$ cat src/rtl/alarm_scheduler_if.sv
// Signal bundle between the time/key front end and the alarm scheduler.
// The master side drives time digits, setpoint and keys; the slave owns the buzzer.
interface alarm_scheduler_if;
    logic       sec_tick;
    logic [3:0] h_cntH, h_cntL, m_cntH, m_cntL, s_cntH, s_cntL;
    logic [3:0] al_hH, al_hL, al_mH, al_mL;
    logic       al_en;
    logic       key_snooze;
    logic       key_stop;
    logic       buzzer;
    logic       alarm_active;
    logic       snoozing;
    logic [1:0] snooze_cnt;

    modport master (
        output sec_tick, h_cntH, h_cntL, m_cntH, m_cntL, s_cntH, s_cntL,
        output al_hH, al_hL, al_mH, al_mL, al_en, key_snooze, key_stop,
        input  buzzer, alarm_active, snoozing, snooze_cnt
    );

    modport slave (
        input  sec_tick, h_cntH, h_cntL, m_cntH, m_cntL, s_cntH, s_cntL,
        input  al_hH, al_hL, al_mH, al_mL, al_en, key_snooze, key_stop,
        output buzzer, alarm_active, snoozing, snooze_cnt
    );
endinterface

$ cat src/rtl/alarm_scheduler.sv
// Buzzer owner: arbitrates the user alarm (ring/snooze FSM) against the hourly chime,
// generating both tones from the 1 kHz system clock.
module alarm_scheduler #(
    parameter int RING_SECS  = 60,
    parameter int SNOOZE_MIN = 5,
    parameter int MAX_SNOOZE = 3
) (
    input  logic               clk_1kHz,
    input  logic               rst,
    alarm_scheduler_if.slave   alm
);
    typedef enum logic [1:0] {IDLE, RINGING, SNOOZE} state_t;

    localparam logic [7:0] RING_LIMIT   = 8'(RING_SECS);
    localparam logic [9:0] SNOOZE_LOAD  = 10'(SNOOZE_MIN * 60);
    localparam logic [1:0] SNOOZE_LIMIT = 2'(MAX_SNOOZE);

    state_t     state, stateNext;
    logic [1:0] divCnt;
    logic       toneHi, toneLo;
    logic       match, matchD, trigger;
    logic [7:0] ringSec, ringSecNext;
    logic [9:0] snzTmr, snzTmrNext;
    logic [1:0] snoozeCnt, snoozeCntNext;
    logic       gate, gateNext;
    logic       chimeMin, chimeLo, chimeHi;
    logic       buzzerNext, buzzerReg;

    assign toneHi = divCnt[0];
    assign toneLo = divCnt[1];

    // Edge-detect the match so the alarm fires once, at the first cycle of hh:mm:00.
    assign match = (alm.h_cntH == alm.al_hH) && (alm.h_cntL == alm.al_hL) &&
                   (alm.m_cntH == alm.al_mH) && (alm.m_cntL == alm.al_mL) &&
                   (alm.s_cntH == 4'd0)      && (alm.s_cntL == 4'd0);
    assign trigger = match & ~matchD;

    always_comb begin
        stateNext     = state;
        ringSecNext   = ringSec;
        snzTmrNext    = snzTmr;
        snoozeCntNext = snoozeCnt;
        gateNext      = gate;
        if (!alm.al_en) begin
            stateNext     = IDLE;
            snoozeCntNext = 2'd0;
        end else begin
            unique case (state)
                IDLE: begin
                    if (trigger) begin
                        stateNext     = RINGING;
                        ringSecNext   = 8'd0;
                        snoozeCntNext = 2'd0;
                        gateNext      = 1'b1;
                    end
                end
                RINGING: begin
                    if (alm.key_stop) begin
                        stateNext     = IDLE;
                        snoozeCntNext = 2'd0;
                    end else if (alm.key_snooze && (snoozeCnt < SNOOZE_LIMIT)) begin
                        stateNext     = SNOOZE;
                        snoozeCntNext = snoozeCnt + 2'd1;
                        snzTmrNext    = SNOOZE_LOAD;
                    end else if (alm.sec_tick) begin
                        ringSecNext = ringSec + 8'd1;
                        gateNext    = ~gate;
                        if (ringSec + 8'd1 == RING_LIMIT) begin
                            stateNext     = IDLE;
                            snoozeCntNext = 2'd0;
                        end
                    end
                end
                SNOOZE: begin
                    if (alm.key_stop) begin
                        stateNext     = IDLE;
                        snoozeCntNext = 2'd0;
                    end else if (alm.sec_tick) begin
                        snzTmrNext = snzTmr - 10'd1;
                        if (snzTmr == 10'd1) begin
                            stateNext   = RINGING;
                            ringSecNext = 8'd0;
                            gateNext    = 1'b1;
                        end
                    end
                end
                default: begin
                    stateNext     = IDLE;
                    snoozeCntNext = 2'd0;
                end
            endcase
        end
    end

    // Chime pips: three low pips at 59:51/53/55, one high pip at 59:57.
    assign chimeMin = (alm.m_cntH == 4'd5) && (alm.m_cntL == 4'd9) && (alm.s_cntH == 4'd5);
    assign chimeLo  = chimeMin && ((alm.s_cntL == 4'd1) || (alm.s_cntL == 4'd3) ||
                                   (alm.s_cntL == 4'd5));
    assign chimeHi  = chimeMin && (alm.s_cntL == 4'd7);

    always_comb begin
        buzzerNext = 1'b0;
        if (stateNext == RINGING)
            buzzerNext = gateNext & toneHi;
        else if (chimeLo)
            buzzerNext = toneLo;
        else if (chimeHi)
            buzzerNext = toneHi;
    end

    always_ff @(posedge clk_1kHz or posedge rst) begin
        if (rst) begin
            state     <= IDLE;
            divCnt    <= 2'd0;
            matchD    <= 1'b1;
            ringSec   <= 8'd0;
            snzTmr    <= 10'd0;
            snoozeCnt <= 2'd0;
            gate      <= 1'b0;
            buzzerReg <= 1'b0;
        end else begin
            state     <= stateNext;
            divCnt    <= divCnt + 2'd1;
            matchD    <= match;
            ringSec   <= ringSecNext;
            snzTmr    <= snzTmrNext;
            snoozeCnt <= snoozeCntNext;
            gate      <= gateNext;
            buzzerReg <= buzzerNext;
        end
    end

    assign alm.buzzer       = buzzerReg;
    assign alm.alarm_active = (state == RINGING);
    assign alm.snoozing     = (state == SNOOZE);
    assign alm.snooze_cnt   = snoozeCnt;
endmodule
$ cat src/flat_wrapper.sv
// flat-port wrapper written by rule: the top's interface ports become plain ports
module alarm_scheduler_flat 
#(
    parameter int RING_SECS  = 60,
    parameter int SNOOZE_MIN = 5,
    parameter int MAX_SNOOZE = 3
)
  (clk_1kHz, rst, alm_sec_tick, alm_h_cntH, alm_h_cntL, alm_m_cntH, alm_m_cntL, alm_s_cntH, alm_s_cntL, alm_al_hH, alm_al_hL, alm_al_mH, alm_al_mL, alm_al_en, alm_key_snooze, alm_key_stop, alm_buzzer, alm_alarm_active, alm_snoozing, alm_snooze_cnt);
  alarm_scheduler_if alm_i ();
  input  logic clk_1kHz;
  input  logic rst;
  input wire logic [$bits(alm_i.sec_tick)-1:0] alm_sec_tick;
  input wire logic [$bits(alm_i.h_cntH)-1:0] alm_h_cntH;
  input wire logic [$bits(alm_i.h_cntL)-1:0] alm_h_cntL;
  input wire logic [$bits(alm_i.m_cntH)-1:0] alm_m_cntH;
  input wire logic [$bits(alm_i.m_cntL)-1:0] alm_m_cntL;
  input wire logic [$bits(alm_i.s_cntH)-1:0] alm_s_cntH;
  input wire logic [$bits(alm_i.s_cntL)-1:0] alm_s_cntL;
  input wire logic [$bits(alm_i.al_hH)-1:0] alm_al_hH;
  input wire logic [$bits(alm_i.al_hL)-1:0] alm_al_hL;
  input wire logic [$bits(alm_i.al_mH)-1:0] alm_al_mH;
  input wire logic [$bits(alm_i.al_mL)-1:0] alm_al_mL;
  input wire logic [$bits(alm_i.al_en)-1:0] alm_al_en;
  input wire logic [$bits(alm_i.key_snooze)-1:0] alm_key_snooze;
  input wire logic [$bits(alm_i.key_stop)-1:0] alm_key_stop;
  output wire logic [$bits(alm_i.buzzer)-1:0] alm_buzzer;
  output wire logic [$bits(alm_i.alarm_active)-1:0] alm_alarm_active;
  output wire logic [$bits(alm_i.snoozing)-1:0] alm_snoozing;
  output wire logic [$bits(alm_i.snooze_cnt)-1:0] alm_snooze_cnt;
  assign alm_i.sec_tick = alm_sec_tick;
  assign alm_i.h_cntH = alm_h_cntH;
  assign alm_i.h_cntL = alm_h_cntL;
  assign alm_i.m_cntH = alm_m_cntH;
  assign alm_i.m_cntL = alm_m_cntL;
  assign alm_i.s_cntH = alm_s_cntH;
  assign alm_i.s_cntL = alm_s_cntL;
  assign alm_i.al_hH = alm_al_hH;
  assign alm_i.al_hL = alm_al_hL;
  assign alm_i.al_mH = alm_al_mH;
  assign alm_i.al_mL = alm_al_mL;
  assign alm_i.al_en = alm_al_en;
  assign alm_i.key_snooze = alm_key_snooze;
  assign alm_i.key_stop = alm_key_stop;
  assign alm_buzzer = alm_i.buzzer;
  assign alm_alarm_active = alm_i.alarm_active;
  assign alm_snoozing = alm_i.snoozing;
  assign alm_snooze_cnt = alm_i.snooze_cnt;
  alarm_scheduler #(.RING_SECS(RING_SECS), .SNOOZE_MIN(SNOOZE_MIN), .MAX_SNOOZE(MAX_SNOOZE)) u_core (.clk_1kHz(clk_1kHz), .rst(rst), .alm(alm_i));
endmodule
$ cat config.mk
export PLATFORM = sky130hd
export DESIGN_NAME = alarm_scheduler_flat
export DESIGN_NICKNAME = d
export VERILOG_FILES = /design/src/rtl/alarm_scheduler_if.sv /design/src/rtl/alarm_scheduler.sv /design/src/flat_wrapper.sv
export SDC_FILE = /design/constraint.sdc
export NUM_CORES = 1
export LEC_CHECK = 0
export BUFFER_PORTS_ARGS = -buffer_cell sky130_fd_sc_hd__buf_4
export CAP_MARGIN = 25
export CELL_PAD_IN_SITES_DETAIL_PLACEMENT = 1
export CELL_PAD_IN_SITES_GLOBAL_PLACEMENT = 2
export CORE_MARGIN = 10
export CORE_UTILIZATION = 27
export DETAILED_ROUTE_END_ITERATION = 8
export PLACE_DENSITY_LB_ADDON = 0.2
export SLEW_MARGIN = 20
export SYNTH_ARGS = -nofsm -noshare
export SYNTH_HDL_FRONTEND = slang
export SYNTH_SLANG_ARGS = --single-unit
$ cat constraint.sdc
create_clock -name clk_1kHz -period 2.1 [get_ports clk_1kHz]
set_input_delay 0.525 -clock clk_1kHz [delete_from_list [all_inputs] [get_ports clk_1kHz]]
set_output_delay 0.525 -clock clk_1kHz [all_outputs]
set_load 0.01 [all_outputs]
## Yosys cells after proc, flatten, opt, wreduce, memory -nomap -nowiden

Cells that the tools add are included.

| storage, ports and cells | value |
|---|---|
| bits of input ports | 46 |
| register bits | 27 |

| cells by class | value |
|---|---|
| muxes and demuxes | 43 |
| reductions and logical operators | 20 |
| magnitude comparators | 1 |
| equality and inequality tests | 28 |
| bitwise gates (word level) | 4 |
| add/subtract/negate cells | 4 |

Operator list:

| kind | number |
|---|---|
| $mux 8 | 7 |
| $mux 10 | 4 |
| $mux 2 | 16 |
| $pmux 8 s3 | 1 |
| $pmux 10 s2 | 1 |
| $eq 4x3->1 const B | 4 |
| $eq 4x4->1 | 4 |
| $pmux 2 s3 | 2 |
| $mux 1 | 11 |
| $eq 10x1->1 const B | 1 |
| $logic_and 1x1->1 | 10 |
| $ne 2x2->1 const B | 5 |
| $sub 10x1->10 const B | 1 |
| $reduce_and 9->1 | 1 |
| $add 8x1->8 const B | 1 |
| $eq 8x6->1 const B | 1 |
| $logic_not 4->1 | 2 |
| $ne 2x1->1 const B | 3 |
| $reduce_and 6->1 | 1 |
| $ne 5x3->1 const B | 1 |
| $ne 5x4->1 const B | 1 |
| $add 2x1->2 const B | 2 |
| $eq 2x1->1 const B | 2 |
| $eq 4x1->1 const B | 1 |
| other kinds (14) | 17 |

## Logic depth before layout (Yosys ltp)

Gate-level depths: netlist of the first run.

| depth | value |
|---|---|
| depth in word-level cells | 12 |
| depth in mapped cells | 8 |
| depth with buffers taken out | 8 |

## Worst setup path after synthesis of the first run

OpenSTA, ideal clock, no wires.

| path | value |
|---|---|
| path type | input to register |
| start | input alm_s_cntH[2] |
| end | register u_core.snoozeCnt[1], in the netlist u_core.alm.snooze_cnt[1] |
| library setup time | 122 ps |
| cell stages on the path | 6 |
| arrival | 1933 ps |
| path slack | 46 ps |
| path buffers | 0 |
| path through | or4_1 -> nor4_1 -> nand2_1 -> nor3_4 -> o31ai_1 -> a32o_1 |

| on the way | value |
|---|---|
| word-level cells in the longest chain between the ends | 6 |

RTL lines:

| what | RTL line | text |
|---|---|---|
| from (decl) | flat_wrapper.sv:17 | `input wire logic [$bits(alm_i.s_cntH)-1:0] alm_s_cntH;` |
| $logic_not 4->1 | alarm_scheduler.sv:35 | `(alm.s_cntH == 4'd0) && (alm.s_cntL == 4'd0);` |
| $logic_and 1x1->1 | alarm_scheduler.sv:34 | `(alm.m_cntH == alm.al_mH) && (alm.m_cntL == alm.al_mL) &&` |
| $logic_and 1x1->1 | alarm_scheduler.sv:35 |  |
| $and 1x1->1 | alarm_scheduler.sv:36 | `assign trigger = match & ~matchD;` |
| $ne 3x2->1 (no line) | -- |  |
| $reduce_and 4->1 (no line) | -- |  |
| to (signal assigned) | alarm_scheduler.sv:127 | `snoozeCnt <= snoozeCntNext;` |
| to (decl) | alarm_scheduler.sv:24 | `logic [1:0] snoozeCnt, snoozeCntNext;` |

Every way passes these cells.
A chain may end at the register's enable or synchronous reset.

## Worst setup path in the final report of the first run

| path | value |
|---|---|
| start | input alm_s_cntL[2] |
| end | register u_core.ringSec[7] |

| on the way | value |
|---|---|
| word-level cells in the longest chain between the ends | 5 |

RTL lines:

| what | RTL line | text |
|---|---|---|
| from (decl) | flat_wrapper.sv:18 | `input wire logic [$bits(alm_i.s_cntL)-1:0] alm_s_cntL;` |
| $logic_not 4->1 | alarm_scheduler.sv:35 |  |
| $logic_and 1x1->1 | alarm_scheduler.sv:35 |  |
| $and 1x1->1 | alarm_scheduler.sv:36 |  |
| $ne 2x1->1 (no line) | -- |  |
| $reduce_and 9->1 (no line) | -- |  |
| to (signal assigned) | alarm_scheduler.sv:125 | `ringSec <= ringSecNext;` |
| to (decl) | alarm_scheduler.sv:22 | `logic [7:0] ringSec, ringSecNext;` |

Every way passes these cells.

==> results by stage, run 1 <==
Clock network:
- Clock latency on the worst-skew pair, taken at its later pin, is around 0.28 ns.
- The number of CTS-inserted buffers is 3.
- The tree is rooted in a clkbuf_8.
- Hold repair after CTS inserted 0 buffers.
- Counting along the longest clock path gives a buffer depth of 2.
- TritonCTS built the clock tree.
- The clock-pin slew on the worst setup and hold paths is about 0.09 ns.
- Counting every sink on the clock net gives 27.
- The deepest level of the CTS H-tree is 1.

Finish:
- The count of inserted antenna diode cells is 0.
- The final layout contains 305 nets.
- The post-route netlist has between 30% and 40% of its cells at a drive strength greater than 1.
- Compared with the post-synthesis result, the final layout area differs by 45.7%.
- The count of non-filler cells in the finished layout is roughly 330.

Power:
- The share of power burned in registers is between 50% and 60%.
- Net switching is a little under a quarter of the power.
- The design draws 0.965 mW.
- The combinational power share is approximately 15%.
- The internal power of the cells totals 0.744 mW.
- Power spread over the standard cell area amounts to 399 nW/um^2.
- Summed over all nets, the switching power comes to roughly 0.22 mW.
- The maximum vdd ir drop is approximately 0.22 mV.
- The analysis attributes to cell leakage a power of 1.12 nW.
- The relative contribution of the clock network to total power is a little under a third.

Route:
- The final layout contains routed wiring with a total length of between 5000 and 6000 microns.
- The number of optimization iterations in the first detailed-route pass is 4.
- Across all layers, the routed design uses roughly 1600 vias.
- The remaining number of nets flagged by the antenna check after routing is 0.
- The ratio of routed vias to standard cells is just under 5.
- Dividing the detail-routed wire length by the instance count gives about 16 microns.
- The first routing iteration left 57 violations.
- For this run, design rule violations remaining after detail routing come to 0.

Worst setup path:
- The critical path in this run is classified as input pin to flop.
- The endpoint class of the critical path is a flop.
- The maximum fanout count along the critical path is 8.
- STA classifies the critical path startpoint as an input pin.
- Data arrives at the worst endpoint at 2.27 ns.
- At the worst endpoint, the required time is between 2 and 2.5 ns.

Min path:
- The class of the most critical hold timing path is input pin to asynchronous set/reset pin.

Timing:
- The final worst setup slack is -0.0165 ns.
- Setup repair after global routing could not meet its margin everywhere.
- Setup violations remaining at the end of the flow were counted as 4.
- In this run the tightest slew margin relative to its limit is 70.7%.
- The transition time of the tightest slew-check pin is between 0.4 and 0.5 ns.
- The clock period minus worst slack is approximately 2.1 ns.
- The final setup skew is between 0.003 and 0.004 ns.
- The setup total negative slack is -0.0456 ns.
- The final count of pins violating max slew is 0.
- The hold violation count in the final report is 0.
- The final critical path takes up 101% of the cycle.
- The top achievable clock speed is approximately 470 MHz.

Yosys:
- Of all cell types, the one taking the most synthesized area is dfrtp_1.
- Ranked by total cell area, the synthesized netlist is headed by dfrtp_1 39%, xnor2_1 7.9%, xor2_1 5.3%.
- Of the synthesized area, sequential elements account for around two fifths.
- The average footprint of a synthesized cell is about 9.3 sq um.
- The gate count after technology mapping is 178.
- Counting flops with a built-in enable in the synthesized netlist gives 0.
- The primary flip-flop cell chosen by synthesis mapping is dfrtp_1.
- The proportion of netlist area held by the largest area contributor is around two fifths.
- The proportion of register bits with asynchronous set or reset after synthesis is 100%.
- The count of unique library cells instantiated by Yosys is 45.
- The commonest cells after synthesis are 26 x dfrtp_1, 19 x nor2_1, 16 x nand2_1, 15 x xnor2_1, 10 x xor2_1.
- The cell area after technology mapping is between 1500 and 2000 sq um.
- The number of nets produced by synthesis is between 200 and 250.
- The register bit total from synthesis is 27.
- The most common cell in the netlist is dfrtp_1.
- During synthesis, Yosys emitted a total of 0 warnings.

GRT:
- For this run, the total global-route usage over all layers was measured as 10.2%.
- The number of antenna violations at the first check in global routing is 0.
- The via count of the first global-routing pass is 1665.
- The largest net degree at the start of global routing is 28.
- Summed over all layers, the global routing overflow is 0.
- The wire length of the first global-routing pass is ~8300 microns.

Place:
- At the placement stage, the worst setup path has a slack of -0.276 ns.
- The count of buffers inserted at the top-level ports is 50.
- After detailed placement, the design holds a cell count of roughly 320.
- Summed over all nets, the half-perimeter wirelength after detailed placement is around 4200 microns.
- The congestion estimate from routability-driven global placement came to a little under 0.8.

Outcome:
- The run finished, with violations left.
- The final reports fail on setup timing.

Floorplanning:
- The core region is 5960 sq um.
- The die covers slightly below 10000 sq um.
- The floorplan row count is 28.
- The die is 98.4 microns tall.
- The I/O pin total is 51.
- The initial utilization of the core area, before any placement, comes to between 20% and 30%.
- The die outline width is 98.4 microns.

Flow run:
- Max-cap violations in this run came to 0.
[final timing paths]
path                                          start                 to  slack, ns  cells after the start
min                                             rst   u_core.snzTmr[0]       0.30                      3
max                                   alm_s_cntL[2]  u_core.ringSec[7]      -0.02                      8
max reg2reg                u_core.alm.snooze_cnt[0]   u_core.snzTmr[6]       0.08                      7
max in group asynchronous                       rst      u_core.matchD       1.49                      3
min in group clk_1kHz              u_core.divCnt[0]   u_core.divCnt[1]       0.48                      1
min reg2reg                        u_core.divCnt[0]   u_core.divCnt[1]       0.48                      1
[flip-flops by register name (all words and copies together), names as in the netlist]
signal / flops
u_core.divCnt: 2
u_core.alm.buzzer: 1
u_core.ringSec: 8
u_core.alm.snooze_cnt: 2
u_core.matchD: 1
u_core.snzTmr: 10
u_core.state: 2
u_core.gate: 1
[layout make-up]
type / count / area (sq um)
Fill cell: 702 / 3540
Clock buffer: 4 / 45.0
Tap cell: 75 / 93.8
Inverter: 9 / 33.8
Sequential cell: 27 / 677
Multi-Input combinational cell: 141 / 1010
Timing Repair Buffer: 73 / 559
[critical path: stages]
cell	delay [ns]
buf_6	0.09
or4_4	0.53
nor4_4	0.28
nand2_2	0.11
nor3_4	0.25
buf_4	0.15
a31o_4	0.21
a31oi_4	0.10
[logic make-up after synthesis]
family                     Yosys count  share of synthesized area (%)
AOI/OAI and AO/OA                   30                           12.1
xor gates and xnor gates            25                           13.2
adders and majority gates            4                           3.01
buffers and inverters               10                           2.26
DFF                                 27                           40.8
muxes                                1                          0.603
and+or+nand+nor                     81                           28.0
[power groups by stage]
stage	logic, mW	clock network (mW)	registers [mW]
after floorplan	0.0411	0	0.530
after global placement	0.138	0	0.530
after detailed placement	0.139	0	0.530
after CTS	0.140	0.310	0.520
after global routing	0.159	0.328	0.520
final	0.144	0.301	0.520
[routing by layer]
layer	vias up	GRT usage, %	part of all wire, %
met5	-	0	0
met4	0	1.65	0.62
met3	5	2.58	3.3
met2	17	18.0	53
met1	773	12.2	43
li1	793	-	-
[placed cells by master, fill, tap and decap left out, types with 2 or more instances in the layout]
cell	instances
clkbuf_8	3
nand2b_1	3
xor2_1	10
and3_1	3
a31oi_1	5
buf_4	70
nand2_1	15
a21oi_1	6
nand3_1	8
o31ai_1	3
or4_4	3
nand4_1	2
nand4b_1	2
xnor2_1	15
dfrtp_1	26
buf_6	3
nor3_1	3
ha_1	3
inv_1	9
nor2_1	19
o21ai_0	4
and4b_1	2
nor2b_1	2
nor4_1	2
and2_1	2
[metrics by stage]
step                area [sq um]  hold slack, ns  util, %
floorplan                   1660           0.439        -
global placement            2250           0.449     37.8
detailed placement          2250           0.464     37.8
CTS                         2300           0.322     38.7
global route                2420           0.338     40.6
finish                      2420           0.302     40.6
[timing repair]
action / 4_1_cts / 5_1_grt
resized for setup: 1 / 14
setup endpoints to repair: 1 / 13
pin swaps: 0 / 9
buffers inserted: 0 / 6
Note: power is estimated with default switching activity, not from simulation.
==> run 2, diff against run 1 <==
- CELL_PAD_IN_SITES_DETAIL_PLACEMENT: 1 -> not set
- CELL_PAD_IN_SITES_GLOBAL_PLACEMENT: 2 -> not set
- CORE_UTILIZATION: 27 -> 30
==> results by stage, run 2 (same netlist as run 1, synthesis figures left out) <==
Min path:
- The class of the most critical hold timing path is input pin to asynchronous set/reset pin (unchanged).

Worst setup path:
- The arrival time of data at the critical path endpoint was 2.17 ns (was 2.27 ns).
- The category of the worst setup path launch point is an input pin (unchanged).
- The number of cells on the worst reg-to-reg path came to 7 (unchanged).
- The slack of the worst reg-to-reg path is 0.11 ns (was 0.08 ns).
- The timing startpoint of the critical path is alm_s_cntH[1] (was alm_s_cntL[2]).
- The kind of critical path is input pin to flop (unchanged).
- The critical path required time was 2.28 ns (was 2.26 ns).
- The capturing point of the worst reg2reg path is u_core.snzTmr[9] (was u_core.snzTmr[6]).
- The worst flop-to-flop path startpoint is u_core.alm.snooze_cnt[1] (was u_core.alm.snooze_cnt[0]).
- The maximum fanout count along the critical path is 4 (was 8).
- The endpoint class of the critical path is a flop (unchanged).

Clock network:
- The deepest level of the CTS H-tree is 1 (unchanged).
- The source-to-sink clock delay at the later pin of the worst-skew pair is 0.28 ns (about the same).
- The worst-case clock buffer depth is 2 (unchanged).
- The clock-pin slew on the worst setup and hold paths is 0.10 ns (was 0.09 ns).
- The library cell used as clock root buffer is clkbuf_8 (unchanged).
- The clock tree from TritonCTS was built (unchanged).
- The number of CTS-inserted buffers is 3 (unchanged).
- The number of sinks handled by clock tree synthesis came to 27 (unchanged).

Floorplanning:
- The effective utilization at floorplan is 30.5% (was 27.9%).
- The area enclosed by the die boundary is 8910 sq um (was 9690 sq um).
- The I/O pin total came to 51 (unchanged).
- The die outline width is 94.4 microns (was 98.4 microns).
- The floorplan row count is 27 (was 28).
- The standard cell core area is 5440 sq um (was 5960 sq um).
- The die extent in y is 94.4 microns (was 98.4 microns).

Finish:
- The sequential cell area in the final layout is 677 sq um (unchanged).
- The share of the core filled with cells in the final layout was 42.8% (was 40.6%).
- The share of cells above drive strength 1 is 34.4% (was 37.4%).
- The flip-flop count of the largest register, all copies and words added came to 10 (unchanged).
- The area occupied by multi-input gates is 987 sq um (was 1010 sq um).
- The count of non-filler cells in the finished layout is 319 (was 329).
- The number of inserted filler cells in the final layout is 546 (was 702).
- The count of inserted antenna diode cells is 0 (unchanged).
- The leading cell type in the layout, fill and taps excluded is buf_4 (unchanged).
- Registers with the most flip-flops: u_core.snzTmr (10), u_core.ringSec (8) (unchanged).
- The number of nets in the final layout was 298 (was 305).
- The area added between synthesis and finish came to 40.2% (was 45.7%).
- Most frequent cells in the layout: 66 x buf_4, 26 x dfrtp_1, 19 x nor2_1, 16 x nand2_1, 15 x xnor2_1 (was 70 x buf_4, 26 x dfrtp_1, 19 x nor2_1, 15 x xnor2_1, 15 x nand2_1).
- The register name with the most flops was u_core.snzTmr (unchanged).

Timing:
- The setup total negative slack is 0 ns (was -0.0456 ns).
- The hold violation count in the final report is 0 (unchanged).
- The clock period minus worst slack is 1.99 ns (was 2.12 ns).
- The final setup skew is 0.00250 ns (was 0.00325 ns).
- The worst-case headroom to the max-slew limit is 73.8% (was 70.7%).
- The total setup violations reported at the end of the flow was 0 (was 4).
- The top achievable clock speed is 502 MHz (was 472 MHz).
- Setup repair after global routing missed its margin: no (was yes).
- The final count of pins violating max slew was 0 (unchanged).
- The transition time of the tightest slew-check pin was 0.390 ns (was 0.435 ns).
- The share of the cycle needed by the critical path after routing was 94.8% (was 101%).

Flow run:
- The number of maximum-capacitance constraint violations is 0 (unchanged).

Power:
- The total leakage power is 1.09 nW (was 1.12 nW).
- The maximum vdd ir drop came to 0.220 mV (was 0.223 mV).
- The total power density per cell area is 414 nW/um^2 (was 399 nW/um^2).

Place:
- The cell total after placement is 312 (was 319).
- The routability congestion estimate is 0.742 (was 0.777).
- The count of buffers inserted at the top-level ports is 50 (unchanged).
- The estimated wirelength of the detail-placed design is 3450 microns (was 4200 microns).

Route:
- The count of routing violations after the opening detailed-route iteration was 104 (was 57).
- The total via count in the routed design is 1525 (was 1588).
- The total DRC errors in the routed layout came to 0 (unchanged).
- The detail-routed net length per standard cell was 13.6 microns (was 15.7 microns).
- The final routed wirelength across all metal layers is 4330 microns (was 5160 microns).
- The remaining number of nets flagged by the antenna check after routing is 0 (unchanged).
- The ratio of routed vias to standard cells was 4.78 (was 4.83).
- The number of optimization iterations in the first detailed-route pass is 4 (unchanged).

GRT:
- The via count of the first global-routing pass was 1660 (was 1665).
- The total congestion overflow after global routing was 0 (unchanged).
- The global-route total usage across every layer is 10.3% (was 10.2%).
- The largest net degree at the start of global routing is 28 (unchanged).
- The number of antenna violations at the first check in global routing came to 0 (unchanged).
- The wire length of the first global-routing pass is 7560 microns (was 8280 microns).

Outcome:
- Outcome: complete, no violations (was finished with violations).
==> run 2: critical path: stages <==
cell	delay [ns]
buf_4	0.11
nor3_1	0.24
nand3_1	0.10
or4_4	0.55
nor3_4	0.26
o31ai_1	0.13
a32o_1	0.27
==> run 2: where the power goes <==
part	switching, mW	internal (mW)	total, mW
Sequential	0.000000684	0.520	0.520
Clock	0.171	0.136	0.307
Combinational	0.0513	0.0853	0.137
Total	0.222	0.741	0.964
==> run 2: cell type report <==
type	instances	share of cell area, %
Sequential cell	27	29.1
Timing Repair Buffer	66	21.3
Tap cell	72	3.87
Inverter	9	1.45
Multi-Input combinational cell	141	42.4
Clock buffer	4	1.93
==> run 2: what timing repair did <==
item / CTS / global route
hold buffers: 0 / 0
resized for setup: 0 / 7
endpoints found under the setup margin: 0 / 13
buffers inserted: 0 / 3
==> run 2: worst max-delay path by stage <==
stage,end,slack (ns),depth (start not counted)
global placement,u_core.ringSec[5],-0.23,7
floorplan,u_core.alm.snooze_cnt[1],0.05,6
global route,u_core.alm.buzzer,0.005,7
finish,u_core.alm.snooze_cnt[1],0.11,7
CTS,u_core.snzTmr[6],0.04,7
detailed placement,u_core.ringSec[5],-0.24,7
==> run 2: stage by stage <==
stage	power [mW]	hold WS [ns]	worst slack, ns	instance area [sq um]
2_1_floorplan	0.571	0.439	0.0457	1660
3_3_place_gp	0.667	0.459	-0.227	2220
3_5_place_dp	0.668	0.466	-0.235	2220
4_1_cts	0.975	0.318	0.0395	2260
5_1_grt	1.01	0.332	0.00544	2330
6_report	0.964	0.298	0.108	2330
==> run 2: layer usage <==
metal | global-route usage [%] | routed length, microns | part of all wire [%] | vias to the layer above
met4 | 3.42 | 61 | 1.4 | 0
met3 | 2.46 | 210 | 4.8 | 5
met1 | 11.9 | 1820 | 42 | 719
met2 | 18.0 | 2240 | 52 | 28
li1 | - | - | - | 773
met5 | 0 | 0 | 0 | -
==> run 3, diff against run 2 <==
- BUFFER_PORTS_ARGS: -buffer_cell sky130_fd_sc_hd__buf_4 -> not set
- DONT_BUFFER_PORTS: not set -> 1
==> results by stage, run 3 (same netlist as run 1, synthesis figures left out) <==
Outcome:
- Outcome: complete, no violations (unchanged).

Timing:
- The minimum hold slack is 0.202 ns (was 0.298 ns).
- The final setup skew came to 0.000785 ns (was 0.00250 ns).
- The hold violation count in the final report is 0 (unchanged).
- The top achievable clock speed is 497 MHz (was 502 MHz).
- The total setup violations reported at the end of the flow is 0 (unchanged).
- The share of the cycle needed by the critical path after routing is 95.9% (was 94.8%).
- The final count of pins violating max slew is 0 (unchanged).
- The setup total negative slack is 0 ns (unchanged).
- The worst-case headroom to the max-slew limit is 73.6% (was 73.8%).
- The transition time of the tightest slew-check pin is 0.392 ns (was 0.390 ns).
- Setup repair after global routing missed its margin: yes (was no).
- The final worst setup slack came to 0.0859 ns (was 0.108 ns).
- The clock period minus worst slack came to 2.01 ns (was 1.99 ns).

Power:
- The relative contribution of the clock network to total power was 34.5% (was 31.9%).
- The maximum vdd ir drop is 0.431 mV (was 0.220 mV).
- The combinational power share is 5.8% (was 14.2%).
- The share of power burned in registers is 59.7% (was 53.9%).
- The total power draw was 0.870 mW (was 0.964 mW).
- The cell-internal power is 0.681 mW (was 0.741 mW).
- The net switching power is 0.189 mW (was 0.222 mW).
- The total power density per cell area is 461 nW/um^2 (was 414 nW/um^2).
- The total leakage power is 0.804 nW (was 1.09 nW).
- The switching power as a share of total power is 21.7% (was 23.1%).

Floorplanning:
- The die outline width came to 94.4 microns (unchanged).
- The I/O pin total is 51 (unchanged).
- The standard cell core area is 5440 sq um (unchanged).
- The area enclosed by the die boundary is 8910 sq um (unchanged).
- The die extent in y is 94.4 microns (unchanged).
- The effective utilization at floorplan is 30.5% (unchanged).
- The floorplan row count is 27 (unchanged).

GRT:
- The total congestion overflow after global routing is 0 (unchanged).
- The via count of the first global-routing pass is 1413 (was 1660).
- The number of antenna violations at the first check in global routing was 0 (unchanged).
- The wire length of the first global-routing pass is 6830 microns (was 7560 microns).
- The global-route total usage across every layer was 9.31% (was 10.3%).
- The largest net degree at the start of global routing came to 28 (unchanged).

Place:
- The setup slack after placement came to -0.0930 ns (was -0.235 ns).
- The cell area after placement is 1790 sq um (was 2220 sq um).
- The count of buffers inserted at the top-level ports was 0 (was 50).
- The routability congestion estimate came to 0.710 (was 0.742).
- The estimated wirelength of the detail-placed design is 3210 microns (was 3450 microns).

Clock network:
- The number of sinks handled by clock tree synthesis is 27 (unchanged).
- The source-to-sink clock delay at the later pin of the worst-skew pair is 0.27 ns (was 0.28 ns).
- The library cell used as clock root buffer is clkbuf_8 (unchanged).
- The worst-case clock buffer depth is 2 (unchanged).
- The number of CTS-inserted buffers is 3 (unchanged).
- The clock tree from TritonCTS was built (unchanged).
- The clock-pin slew on the worst setup and hold paths came to 0.09 ns (was 0.10 ns).
- The deepest level of the CTS H-tree came to 1 (unchanged).

Route:
- The detail-routed net length per standard cell is 15.6 microns (was 13.6 microns).
- The ratio of routed vias to standard cells is 4.95 (was 4.78).
- The number of optimization iterations in the first detailed-route pass is 4 (unchanged).
- The remaining number of nets flagged by the antenna check after routing is 0 (unchanged).
- The total DRC errors in the routed layout was 0 (unchanged).
- The count of routing violations after the opening detailed-route iteration was 50 (was 104).
- The total via count in the routed design is 1303 (was 1525).
- The final routed wirelength across all metal layers came to 4100 microns (was 4330 microns).

Finish:
- The count of inserted antenna diode cells is 0 (unchanged).
- The share of cells above drive strength 1 is 14.1% (was 34.4%).
- The area occupied by multi-input gates is 967 sq um (was 987 sq um).
- The area added between synthesis and finish is 13.7% (was 40.2%).
- Registers with the most flip-flops: u_core.snzTmr (10), u_core.ringSec (8) (unchanged).
- The leading cell type in the layout, fill and taps excluded is dfrtp_1 (was buf_4).
- The sequential cell area in the final layout was 677 sq um (unchanged).
- The final standard cell area without fillers is 1890 sq um (was 2330 sq um).
- The number of nets in the final layout is 242 (was 298).
- The flip-flop count of the largest register, all copies and words added came to 10 (unchanged).
- The number of inserted filler cells in the final layout is 575 (was 546).
- The register name with the most flops is u_core.snzTmr (unchanged).
- Most frequent cells in the layout: 26 x dfrtp_1, 19 x nor2_1, 16 x nand2_1, 15 x xnor2_1 (was 66 x buf_4, 26 x dfrtp_1, 19 x nor2_1, 16 x nand2_1, 15 x xnor2_1).

Flow run:
- The number of maximum-capacitance constraint violations came to 0 (unchanged).

Worst setup path:
- The capturing point of the worst reg2reg path was u_core.snzTmr[9] (unchanged).
- The worst flop-to-flop path startpoint was u_core.alm.snooze_cnt[1] (unchanged).
- The arrival time of data at the critical path endpoint is 2.18 ns (was 2.17 ns).
- The slack of the worst reg-to-reg path is 0.09 ns (was 0.11 ns).
- The endpoint class of the critical path was a flop (unchanged).
- The maximum fanout count along the critical path came to 6 (was 4).
- The category of the worst setup path launch point is a flop (was input pin).
- The kind of critical path is flop to flop (was input pin to flop).
- The number of cells on the worst reg-to-reg path came to 7 (unchanged).
- The timing startpoint of the critical path is u_core.alm.snooze_cnt[1] (was alm_s_cntH[1]).
- The critical path required time is 2.26 ns (was 2.28 ns).

Min path:
- The class of the most critical hold timing path is input pin to asynchronous set/reset pin (unchanged).
-- run 3: repair_timing --
item | 4_1_cts | 5_1_grt
gates cloned | 0 | 0
gates resized for setup | 1 | 3
hold buffers | 0 | 0
hold endpoints to repair | 0 | 0
buffers inserted | 0 | 4
pin swaps | 0 | 4
endpoints found under the setup margin | 1 | 12
-- run 3: how the worst max path moves through the flow --
| stage | slack [ns] | end | cells after the start |
|---|---|---|---|
| floorplan | 0.05 | u_core.alm.snooze_cnt[1] | 6 |
| global placement | -0.07 | u_core.ringSec[6] | 6 |
| detailed placement | -0.09 | u_core.ringSec[3] | 6 |
| CTS | 0.07 | u_core.snzTmr[6] | 7 |
| global route | -0.05 | u_core.snzTmr[9] | 7 |
| finish | 0.09 | u_core.snzTmr[9] | 7 |
-- run 3: power groups by stage --
stage	clock network, mW	logic (mW)	registers (mW)
finish	0.300	0.0505	0.520
floorplan	0	0.0411	0.530
global route	0.328	0.0575	0.520
global placement	0	0.0512	0.530
detailed placement	0	0.0517	0.530
CTS	0.312	0.0519	0.520
-- run 3: final cells by class --
type | count | area share, %
Multi-Input combinational cell | 141 | 51.2
Sequential cell | 27 | 35.9
Tap cell | 72 | 4.77
Timing Repair Buffer | 10 | 3.98
Clock buffer | 4 | 2.39
Inverter | 9 | 1.79
-- run 3: worst max-delay path, cell delays in order (launching register included) --
cell and delay [ns]:
dfrtp_1 0.40, ha_2 0.19, and4bb_2 0.34, o21ai_4 0.08, nand4b_1 0.30, or3_1 0.41
xor2_1 0.14, nor2_1 0.05
-- run 3: metrics by stage --
| stage | utilization (%) | cells |
|---|---|---|
| after global routing | 34.7 | 263 |
| after detailed placement | 32.9 | 255 |
| final | 34.7 | 263 |
| after global placement | 32.9 | 255 |
| after CTS | 33.9 | 259 |
| after floorplan | - | 178 |
-- run 3: routing by layer --
layer | track usage [%] | share of wire (%) | up-vias
met5 | 0 | 0 | -
met4 | 2.53 | 1.3 | 0
met3 | 2.85 | 5.4 | 4
met2 | 15.9 | 48 | 28
met1 | 11.0 | 46 | 604
li1 | - | - | 667
